File: config.mk
export PLATFORM = sky130hd
export DESIGN_NAME = watch_ctrl_unit
export DESIGN_NICKNAME = d
export VERILOG_FILES = /design/src/rtl/watch_ctrl_unit_pkg.sv /design/src/rtl/watch_btn_repeat.sv /design/src/rtl/watch_ctrl_unit.sv
export SDC_FILE = /design/constraint.sdc
export NUM_CORES = 1
export LEC_CHECK = 0
export CAP_MARGIN = 20
export CORE_ASPECT_RATIO = 1.5
export CORE_MARGIN = 3
export CORE_UTILIZATION = 49
export CTS_CLUSTER_SIZE = 40
export DETAILED_ROUTE_END_ITERATION = 7
export GPL_ROUTABILITY_DRIVEN = 0
export HOLD_SLACK_MARGIN = 0.06
export PLACE_DENSITY_LB_ADDON = 0.2
export SLEW_MARGIN = 40
export SYNTH_ARGS = -nofsm -noshare
export SYNTH_HDL_FRONTEND = slang
export SYNTH_SLANG_ARGS = --single-unit
File: constraint.sdc
create_clock -name clk -period 2.6 [get_ports clk]
set_input_delay 0.26 -clock clk [delete_from_list [all_inputs] [get_ports clk]]
set_output_delay 0.26 -clock clk [all_outputs]
set_load 0.03 [all_outputs]
File: src/rtl/watch_ctrl_unit_pkg.sv
// Shared encodings for the watch control stage: edit-field codes, FSM states
// and the cursor-movement helpers used by the edit FSM.
package watch_ctrl_unit_pkg;

  localparam logic [1:0] FIELD_NONE = 2'b00;
  localparam logic [1:0] FIELD_SEC  = 2'b01;
  localparam logic [1:0] FIELD_MIN  = 2'b10;
  localparam logic [1:0] FIELD_HOUR = 2'b11;

  typedef enum logic [1:0] {
    ST_RUN       = 2'd0,
    ST_EDIT_SEC  = 2'd1,
    ST_EDIT_MIN  = 2'd2,
    ST_EDIT_HOUR = 2'd3
  } state_t;

  function automatic logic [1:0] field_of(input state_t s);
    case (s)
      ST_EDIT_SEC:  field_of = FIELD_SEC;
      ST_EDIT_MIN:  field_of = FIELD_MIN;
      ST_EDIT_HOUR: field_of = FIELD_HOUR;
      default:      field_of = FIELD_NONE;
    endcase
  endfunction

  // Cursor toward hour, wrapping back to sec.
  function automatic state_t next_left(input state_t s);
    case (s)
      ST_EDIT_SEC:  next_left = ST_EDIT_MIN;
      ST_EDIT_MIN:  next_left = ST_EDIT_HOUR;
      ST_EDIT_HOUR: next_left = ST_EDIT_SEC;
      default:      next_left = s;
    endcase
  endfunction

  // Cursor toward sec, wrapping back to hour.
  function automatic state_t next_right(input state_t s);
    case (s)
      ST_EDIT_HOUR: next_right = ST_EDIT_MIN;
      ST_EDIT_MIN:  next_right = ST_EDIT_SEC;
      ST_EDIT_SEC:  next_right = ST_EDIT_HOUR;
      default:      next_right = s;
    endcase
  endfunction

endpackage

File: src/rtl/watch_btn_repeat.sv
// One up/down button: 2-FF synchronizer, rising-edge detect and hold-to-repeat
// counter. o_pulse is a single-cycle strobe; the parent registers it per field.
module watch_btn_repeat #(
  parameter int HOLD_DELAY_MS = 500,
  parameter int REPEAT_MS     = 100
) (
  input  logic clk,
  input  logic rst,
  input  logic i_btn,
  input  logic i_tick_1ms,
  input  logic i_clear,
  input  logic i_disarm,
  output logic o_pulse,
  output logic o_level
);

  localparam int HW = $clog2(HOLD_DELAY_MS + REPEAT_MS) + 1;

  logic          r_sync1;
  logic          r_sync2;
  logic          r_d1;
  logic          r_armed;
  logic          r_rep;
  logic [HW-1:0] r_hold;

  logic          w_edge;
  logic          w_fire;
  logic          w_armed_next;
  logic          w_rep_next;
  logic [HW-1:0] w_hold_next;
  logic [HW-1:0] w_hold_inc;
  logic [HW-1:0] w_target;

  assign w_edge     = r_sync2 & ~r_d1;
  assign w_hold_inc = r_hold + 1'b1;
  assign w_target   = r_rep ? HW'(REPEAT_MS) : HW'(HOLD_DELAY_MS);

  // Repeats need an accepted press; a level that was already high when edit
  // mode started (or when reset released) never auto-repeats.
  always_comb begin
    w_fire       = 1'b0;
    w_hold_next  = r_hold;
    w_rep_next   = r_rep;
    w_armed_next = r_armed;

    if (!r_sync2 || i_disarm)
      w_armed_next = 1'b0;
    else if (w_edge && !i_clear)
      w_armed_next = 1'b1;

    if (!r_sync2 || i_clear) begin
      w_hold_next = '0;
      w_rep_next  = 1'b0;
    end else if (w_edge) begin
      w_fire      = 1'b1;
      w_hold_next = '0;
      w_rep_next  = 1'b0;
    end else if (r_armed && i_tick_1ms) begin
      if (w_hold_inc == w_target) begin
        w_fire      = 1'b1;
        w_hold_next = '0;
        w_rep_next  = 1'b1;
      end else begin
        w_hold_next = w_hold_inc;
      end
    end
  end

  always_ff @(posedge clk or negedge rst) begin
    if (!rst) begin
      r_sync1 <= 1'b0;
      r_sync2 <= 1'b0;
      r_d1    <= 1'b0;
      r_armed <= 1'b0;
      r_rep   <= 1'b0;
      r_hold  <= '0;
    end else begin
      r_sync1 <= i_btn;
      r_sync2 <= r_sync1;
      r_d1    <= r_sync2;
      r_armed <= w_armed_next;
      r_rep   <= w_rep_next;
      r_hold  <= w_hold_next;
    end
  end

  assign o_pulse = w_fire;
  assign o_level = r_sync2;

endmodule

File: src/rtl/watch_ctrl_unit.sv
// Watch control stage: edit-mode FSM with field cursor, and U/D buttons turned
// into single-cycle up/down pulses (with auto-repeat) for the selected field.
module watch_ctrl_unit
  import watch_ctrl_unit_pkg::*;
#(
  parameter int CLK_FREQ      = 100_000_000,
  parameter int HOLD_DELAY_MS = 500,
  parameter int REPEAT_MS     = 100
) (
  input  logic       clk,
  input  logic       rst,
  input  logic       i_sw_edit,
  input  logic       i_btn_l,
  input  logic       i_btn_r,
  input  logic       i_btn_u,
  input  logic       i_btn_d,
  output logic       o_sec_up,
  output logic       o_sec_down,
  output logic       o_min_up,
  output logic       o_min_down,
  output logic       o_hour_up,
  output logic       o_hour_down,
  output logic       o_edit_active,
  output logic [1:0] o_edit_field
);

  localparam int DIV = CLK_FREQ / 1000;
  localparam int PW  = (DIV > 1) ? $clog2(DIV) : 1;

  logic [PW-1:0] r_presc;
  logic          w_tick;

  // Bit 2 = edit switch, bit 1 = L, bit 0 = R.
  logic [2:0] r_sync1;
  logic [2:0] r_sync2;
  logic [1:0] r_d1;

  state_t     r_state;
  logic       r_sec_up;
  logic       r_sec_down;
  logic       r_min_up;
  logic       r_min_down;
  logic       r_hour_up;
  logic       r_hour_down;
  logic       r_edit_active;
  logic [1:0] r_edit_field;

  logic       w_sw;
  logic       w_l_edge;
  logic       w_r_edge;
  logic       w_in_edit;
  logic       w_exit;
  logic       w_move;
  logic       w_clear;
  logic       w_disarm;
  logic [1:0] w_btn_ud;
  logic [1:0] w_fire;
  logic [1:0] w_level;

  assign w_tick = (r_presc == PW'(DIV - 1));

  always_ff @(posedge clk or negedge rst) begin
    if (!rst)
      r_presc <= '0;
    else if (w_tick)
      r_presc <= '0;
    else
      r_presc <= r_presc + 1'b1;
  end

  always_ff @(posedge clk or negedge rst) begin
    if (!rst) begin
      r_sync1 <= '0;
      r_sync2 <= '0;
      r_d1    <= '0;
    end else begin
      r_sync1 <= {i_sw_edit, i_btn_l, i_btn_r};
      r_sync2 <= r_sync1;
      r_d1    <= r_sync2[1:0];
    end
  end

  assign w_sw      = r_sync2[2];
  assign w_l_edge  = r_sync2[1] & ~r_d1[1];
  assign w_r_edge  = r_sync2[0] & ~r_d1[0];
  assign w_in_edit = (r_state != ST_RUN);
  assign w_exit    = w_in_edit & ~w_sw;
  assign w_move    = w_in_edit & w_sw & (w_l_edge ^ w_r_edge);

  // Leaving edit cancels everything; a cursor move or U+D together only
  // restarts the hold timing.
  assign w_disarm  = ~w_in_edit | w_exit;
  assign w_clear   = w_disarm | w_move | (w_level[0] & w_level[1]);

  // Index 0 = U, index 1 = D; both share the ms prescaler.
  assign w_btn_ud  = {i_btn_d, i_btn_u};

  generate
    for (genvar gi = 0; gi < 2; gi++) begin : g_ud
      watch_btn_repeat #(
        .HOLD_DELAY_MS (HOLD_DELAY_MS),
        .REPEAT_MS     (REPEAT_MS)
      ) u_rep (
        .clk        (clk),
        .rst        (rst),
        .i_btn      (w_btn_ud[gi]),
        .i_tick_1ms (w_tick),
        .i_clear    (w_clear),
        .i_disarm   (w_disarm),
        .o_pulse    (w_fire[gi]),
        .o_level    (w_level[gi])
      );
    end
  endgenerate

  always_ff @(posedge clk or negedge rst) begin
    if (!rst) begin
      r_state       <= ST_RUN;
      r_sec_up      <= 1'b0;
      r_sec_down    <= 1'b0;
      r_min_up      <= 1'b0;
      r_min_down    <= 1'b0;
      r_hour_up     <= 1'b0;
      r_hour_down   <= 1'b0;
      r_edit_active <= 1'b0;
      r_edit_field  <= FIELD_NONE;
    end else begin
      case (r_state)
        ST_RUN: if (w_sw) r_state <= ST_EDIT_SEC;
        default: begin
          if (!w_sw)
            r_state <= ST_RUN;
          else if (w_move)
            r_state <= w_l_edge ? next_left(r_state) : next_right(r_state);
        end
      endcase

      r_sec_up      <= w_fire[0] & (r_state == ST_EDIT_SEC);
      r_sec_down    <= w_fire[1] & (r_state == ST_EDIT_SEC);
      r_min_up      <= w_fire[0] & (r_state == ST_EDIT_MIN);
      r_min_down    <= w_fire[1] & (r_state == ST_EDIT_MIN);
      r_hour_up     <= w_fire[0] & (r_state == ST_EDIT_HOUR);
      r_hour_down   <= w_fire[1] & (r_state == ST_EDIT_HOUR);
      r_edit_active <= w_in_edit;
      r_edit_field  <= field_of(r_state);
    end
  end

  assign o_sec_up      = r_sec_up;
  assign o_sec_down    = r_sec_down;
  assign o_min_up      = r_min_up;
  assign o_min_down    = r_min_down;
  assign o_hour_up     = r_hour_up;
  assign o_hour_down   = r_hour_down;
  assign o_edit_active = r_edit_active;
  assign o_edit_field  = r_edit_field;

endmodule

==> results by stage <==
Timing:
- Timing would allow up to 414.5 MHz.
- The number of pins with negative max-slew slack in the final report is 0.
- The total of endpoints with negative setup slack in the final report is 0.
- The count of final hold-check violations is 0.
- The relative slew slack is 0.7160.
- On the final layout, the worst clock skew is 0.01098 ns.
- Setup total negative slack on the finished layout was measured at 0 ns.
- In the finished design, the share of the clock period the worst path needs comes to 0.9279.
- Setup repair after global routing left no endpoint under its margin.
- Subtracting the final worst setup slack from the clock period gives 2.413 ns.
- The slew at the pin closest to its max-slew limit is 0.4250 ns.

Critical path:
- The startpoint of the worst setup timing path is g_ud[1].u_rep.r_hold[0]$_DFFE_PN0P_.
- The worst register-to-register path ends at o_min_down$_DFF_PN0_.
- The number of cells on the worst reg-to-reg path is 8.
- The worst register-to-register path begins at g_ud[1].u_rep.r_hold[0]$_DFFE_PN0P_.
- The maximum net fanout on the critical path is 10.
- Data on the critical path is required at its endpoint by 2.88 ns.
- At the worst endpoint, the arrival time is 2.69 ns.
- The reg-to-reg setup timing slack is 0.19 ns.
- The type of origin of the critical path is a flip-flop.
- The classification of the worst setup path is flip-flop to flip-flop.
- The kind of end point of the critical path is a flip-flop.

Floorplanning:
- The width of the chip is 72.09 um.
- After floorplanning, the core was divided into 35 placement rows.
- The total area inside the core boundary comes to 6262 um2.
- 16 I/O pins were placed.
- The initial core utilization is 0.5127.
- The die extent in y is 105.1 um.
- The die covers 7579 um2.

Min path:
- The path class of the tightest hold or removal check is input pin to asynchronous set/reset pin.

CTS:
- For the worst-skew pair, the clock arrives at the later sink with an insertion delay of 0.35 ns.
- Counting every sink on the clock net gives 68.
- The post-CTS setup repair buffer count is 0.
- The CTS tree is built.
- The CTS buffer count is 9.
- The clock edge transition at the registers on the reported setup and hold paths is 0.08 ns.
- The H-tree was split into 3 levels.
- The root buffer selected by CTS is sky130_fd_sc_hd__clkbuf_8.
- The clock passes through at most 2 buffers.

Power:
- The relative contribution of sequential cells to total power is 0.464.
- The total power density per cell area is 649.0 nW/um2.
- Of the total power, combinational logic draws 0.136.
- The worst vdd rail ir drop is 0.3660 mV.
- For this design the static power due to leakage is 1.569 nW.
- The switching power is 0.6284 mW.
- The internal power of the cells totals 1.809 mW.
- The net switching fraction of the power is 0.2578.
- Summing internal, switching and leakage power gives 2.438 mW.
- The part of the power in the clock network is 0.400.

Detailed routing:
- The final route contains 2,445 vias.
- Summed over all layers, the routed wires come to 6.233 mm.
- The number of vias per cell is 5.634.
- Dividing the detail-routed wire length by the instance count gives 14.36 um.
- The pre-antenna-repair detailed-routing pass consisted of 4 iterations.
- The number of design rule violations left after detail routing is 0.
- The number of DRC violations after detailed-routing iteration 0 is 141.
- Once detail routing completed, the nets flagged for antenna violations numbered 0.

Global routing:
- The number of antenna violations at the first check in global routing came to 0.
- After global routing the overflow that remains totals 0.
- The overall routing resource usage is 0.1798.
- Entering global routing, the biggest net connects 36 pins.
- The via count of the first global-routing pass is 2,451.
- The first-pass GRT wire length is 10.74 mm.

Cells and area:
- The filler cells instantiated in the layout total 560.
- Leaving out filler cells and counting taps, the final layout contains 434.
- Of the cells placed in the final design, the portion with a size suffix greater than 1 is 0.08889.
- The synthesis-to-layout area growth is 16.99%.
- The number of diodes is 0.
- After the last flow step, the layout net total stands at 370.

Placed design:
- The quantity of I/O buffers inserted on ports is 15.
- The count of placed standard cells including taps is 416.
- The HPWL after detailed placement is 4.321 mm.

Job:
- The tool flagged a number of max-cap violations equal to 0.

Synth:
- A synthesized cell averages 9.818 um2.
- The area share of the leading cell type in the synthesized netlist is 0.5300.
- The fraction of registers with async set or reset after synthesis is 1.000.
- The number of synthesized flops with an enable pin is 0.
- In this run, synthesis produced a sequential element count of 68.
- The number of warnings printed during yosys synthesis is 0.
- The netlist area before placement is 3211 um2.
- The most used flip-flop cell after synthesis is sky130_fd_sc_hd__dfrtp_1.
- In the post-synthesis netlist, the biggest area contributors are sky130_fd_sc_hd__dfrtp_1 53%, sky130_fd_sc_hd__xor2_1 4.4%, sky130_fd_sc_hd__nor2_1 4.3%, sky130_fd_sc_hd__xnor2_1 4.1%, sky130_fd_sc_hd__nand3_1 3.9%.
- The cell type contributing the most total cell area after synthesis is sky130_fd_sc_hd__dfrtp_1.
- The number of distinct library cells after synthesis is 40.
- For this run, the register share of the synthesized area comes to 0.5300.
- The cell count after synthesis is 327.
- The post-synth net total is 342.

Run status:
- The flow ran to the end, and the final reports show no timing, DRC or antenna violations.
## worst max-delay path by stage
stage	to	slack [ns]	cells past startpoint
after global routing	o_sec_down$_DFF_PN0_	0.002	8
after CTS	o_sec_down$_DFF_PN0_	0.19	8
after detailed placement	o_hour_down$_DFF_PN0_	0.22	8
after global placement	o_hour_down$_DFF_PN0_	0.30	8
final	o_min_down$_DFF_PN0_	0.19	8
after floorplan	o_hour_down$_DFF_PN0_	0.33	9
## metrics by stage
step	hold slack, ns	utilization	area (um2)	worst slack [ns]
2_1_floorplan	-0.03559	-	3211	0.3340
3_3_place_gp	0.3326	0.5576	3492	0.2986
3_5_place_dp	0.3412	0.5576	3492	0.2161
4_1_cts	0.3373	0.5954	3729	0.1884
5_1_grt	0.3342	0.5998	3756	0.002179
6_report	0.3202	0.5998	3756	0.1874
## power by group through the flow
stage / registers [mW] / clock network, mW / logic (mW)
floorplan: 1.19 / 0 / 0.152
global placement: 1.15 / 0 / 0.328
detailed placement: 1.15 / 0 / 0.333
CTS: 1.13 / 0.996 / 0.334
global route: 1.14 / 1.05 / 0.374
finish: 1.13 / 0.976 / 0.332
## layout by cell type (no fill, tap or decap), drive strengths merged, types with 3 or more instances in the layout
master and n:
nor2 37, clkdlybuf4s50 14, nor2b 3, nand4 13, xor2 16, o21ai 14, and4 3, ha 8
nand3 26, a21oi 17, dfrtp 68, and3 12, nand4b 4, buf 13, inv 6, and2 5
or3 3, nand2 33, clkbuf 11, xnor2 15, nor3 14
## cell type report
cell class / count / area [um2] / area share
tap: 74 / 92.59 / 0.02465
sequential: 68 / 1702 / 0.4530
clock inverter: 5 / 85.08 / 0.02265
inverter: 6 / 22.52 / 0.005996
timing repair buffer: 28 / 277.8 / 0.07395
clock buffer: 11 / 141.4 / 0.03764
multi-input combinational: 242 / 1435 / 0.3821
## worst max-delay path: stages, from the launching register on
cell	delay, ns
sky130_fd_sc_hd__dfrtp_1	0.39
sky130_fd_sc_hd__ha_1	0.28
sky130_fd_sc_hd__nand3_1	0.15
sky130_fd_sc_hd__xor2_1	0.19
sky130_fd_sc_hd__and2_1	0.16
sky130_fd_sc_hd__or4b_1	0.43
sky130_fd_sc_hd__a31o_1	0.34
sky130_fd_sc_hd__o21ai_1	0.22
sky130_fd_sc_hd__and3_1	0.17
## cell usage after synthesis (2+ instances only)
| library cell | number |
|---|---|
| sky130_fd_sc_hd__o21ai_0 | 11 |
| sky130_fd_sc_hd__xor2_1 | 16 |
| sky130_fd_sc_hd__buf_2 | 2 |
| sky130_fd_sc_hd__nor3_1 | 14 |
| sky130_fd_sc_hd__clkbuf_1 | 8 |
| sky130_fd_sc_hd__and4_1 | 2 |
| sky130_fd_sc_hd__ha_1 | 8 |
| sky130_fd_sc_hd__nor2_1 | 37 |
| sky130_fd_sc_hd__and3_1 | 12 |
| sky130_fd_sc_hd__nand2_1 | 33 |
| sky130_fd_sc_hd__nand4_1 | 13 |
| sky130_fd_sc_hd__nand4b_1 | 4 |
| sky130_fd_sc_hd__o21ai_1 | 3 |
| sky130_fd_sc_hd__o211ai_1 | 2 |
| sky130_fd_sc_hd__and2_1 | 4 |
| sky130_fd_sc_hd__nor2b_1 | 3 |
| sky130_fd_sc_hd__or3_1 | 3 |
| sky130_fd_sc_hd__dfrtp_1 | 68 |
| sky130_fd_sc_hd__a21oi_1 | 17 |
| sky130_fd_sc_hd__inv_1 | 6 |
| sky130_fd_sc_hd__nor3b_1 | 2 |
| sky130_fd_sc_hd__nand3_1 | 25 |
| sky130_fd_sc_hd__nand2b_1 | 2 |
| sky130_fd_sc_hd__a211oi_1 | 2 |
| sky130_fd_sc_hd__xnor2_1 | 15 |
## sequential cells by signal (all words and copies together) (netlist names), 2 cells and up
signal and count:
r_presc 17, r_d1 2, r_sync1 3, g_ud.u_rep.o_level 2
g_ud.u_rep.r_sync1 2, r_state 2, g_ud.u_rep.r_armed 2, g_ud.u_rep.r_hold 22
o_edit_field 2, g_ud.u_rep.r_d1 2, g_ud.u_rep.r_rep 2, r_sync2 3
## layer usage
| layer | share of wire | vias to the layer above | global-route usage |
|---|---|---|---|
| met5 | 0 | - | 0 |
| li1 | - | 1194 | - |
| met4 | 0.015 | 0 | 0.08602 |
| met3 | 0.030 | 10 | 0.04524 |
| met2 | 0.53 | 42 | 0.3031 |
| met1 | 0.43 | 1199 | 0.2079 |
## cell families after synthesis
logic type,count (synthesis),share of synthesized area
multiplexers,1,0.003118
AO/OA/AOI/OAI,40,0.07131
XOR/XNOR,31,0.08457
adder cells (fa/ha/maj),8,0.03118
buffers and inverters,17,0.02299
AND/OR/NAND/NOR,162,0.2568
flip-flops,68,0.5300
## repair_timing
item | in CTS | in global routing
gates resized for setup | 0 | 0
hold buffers | 1 | 0
endpoints found under the hold margin | 33 | 0
(Power assumes the default switching activity.)
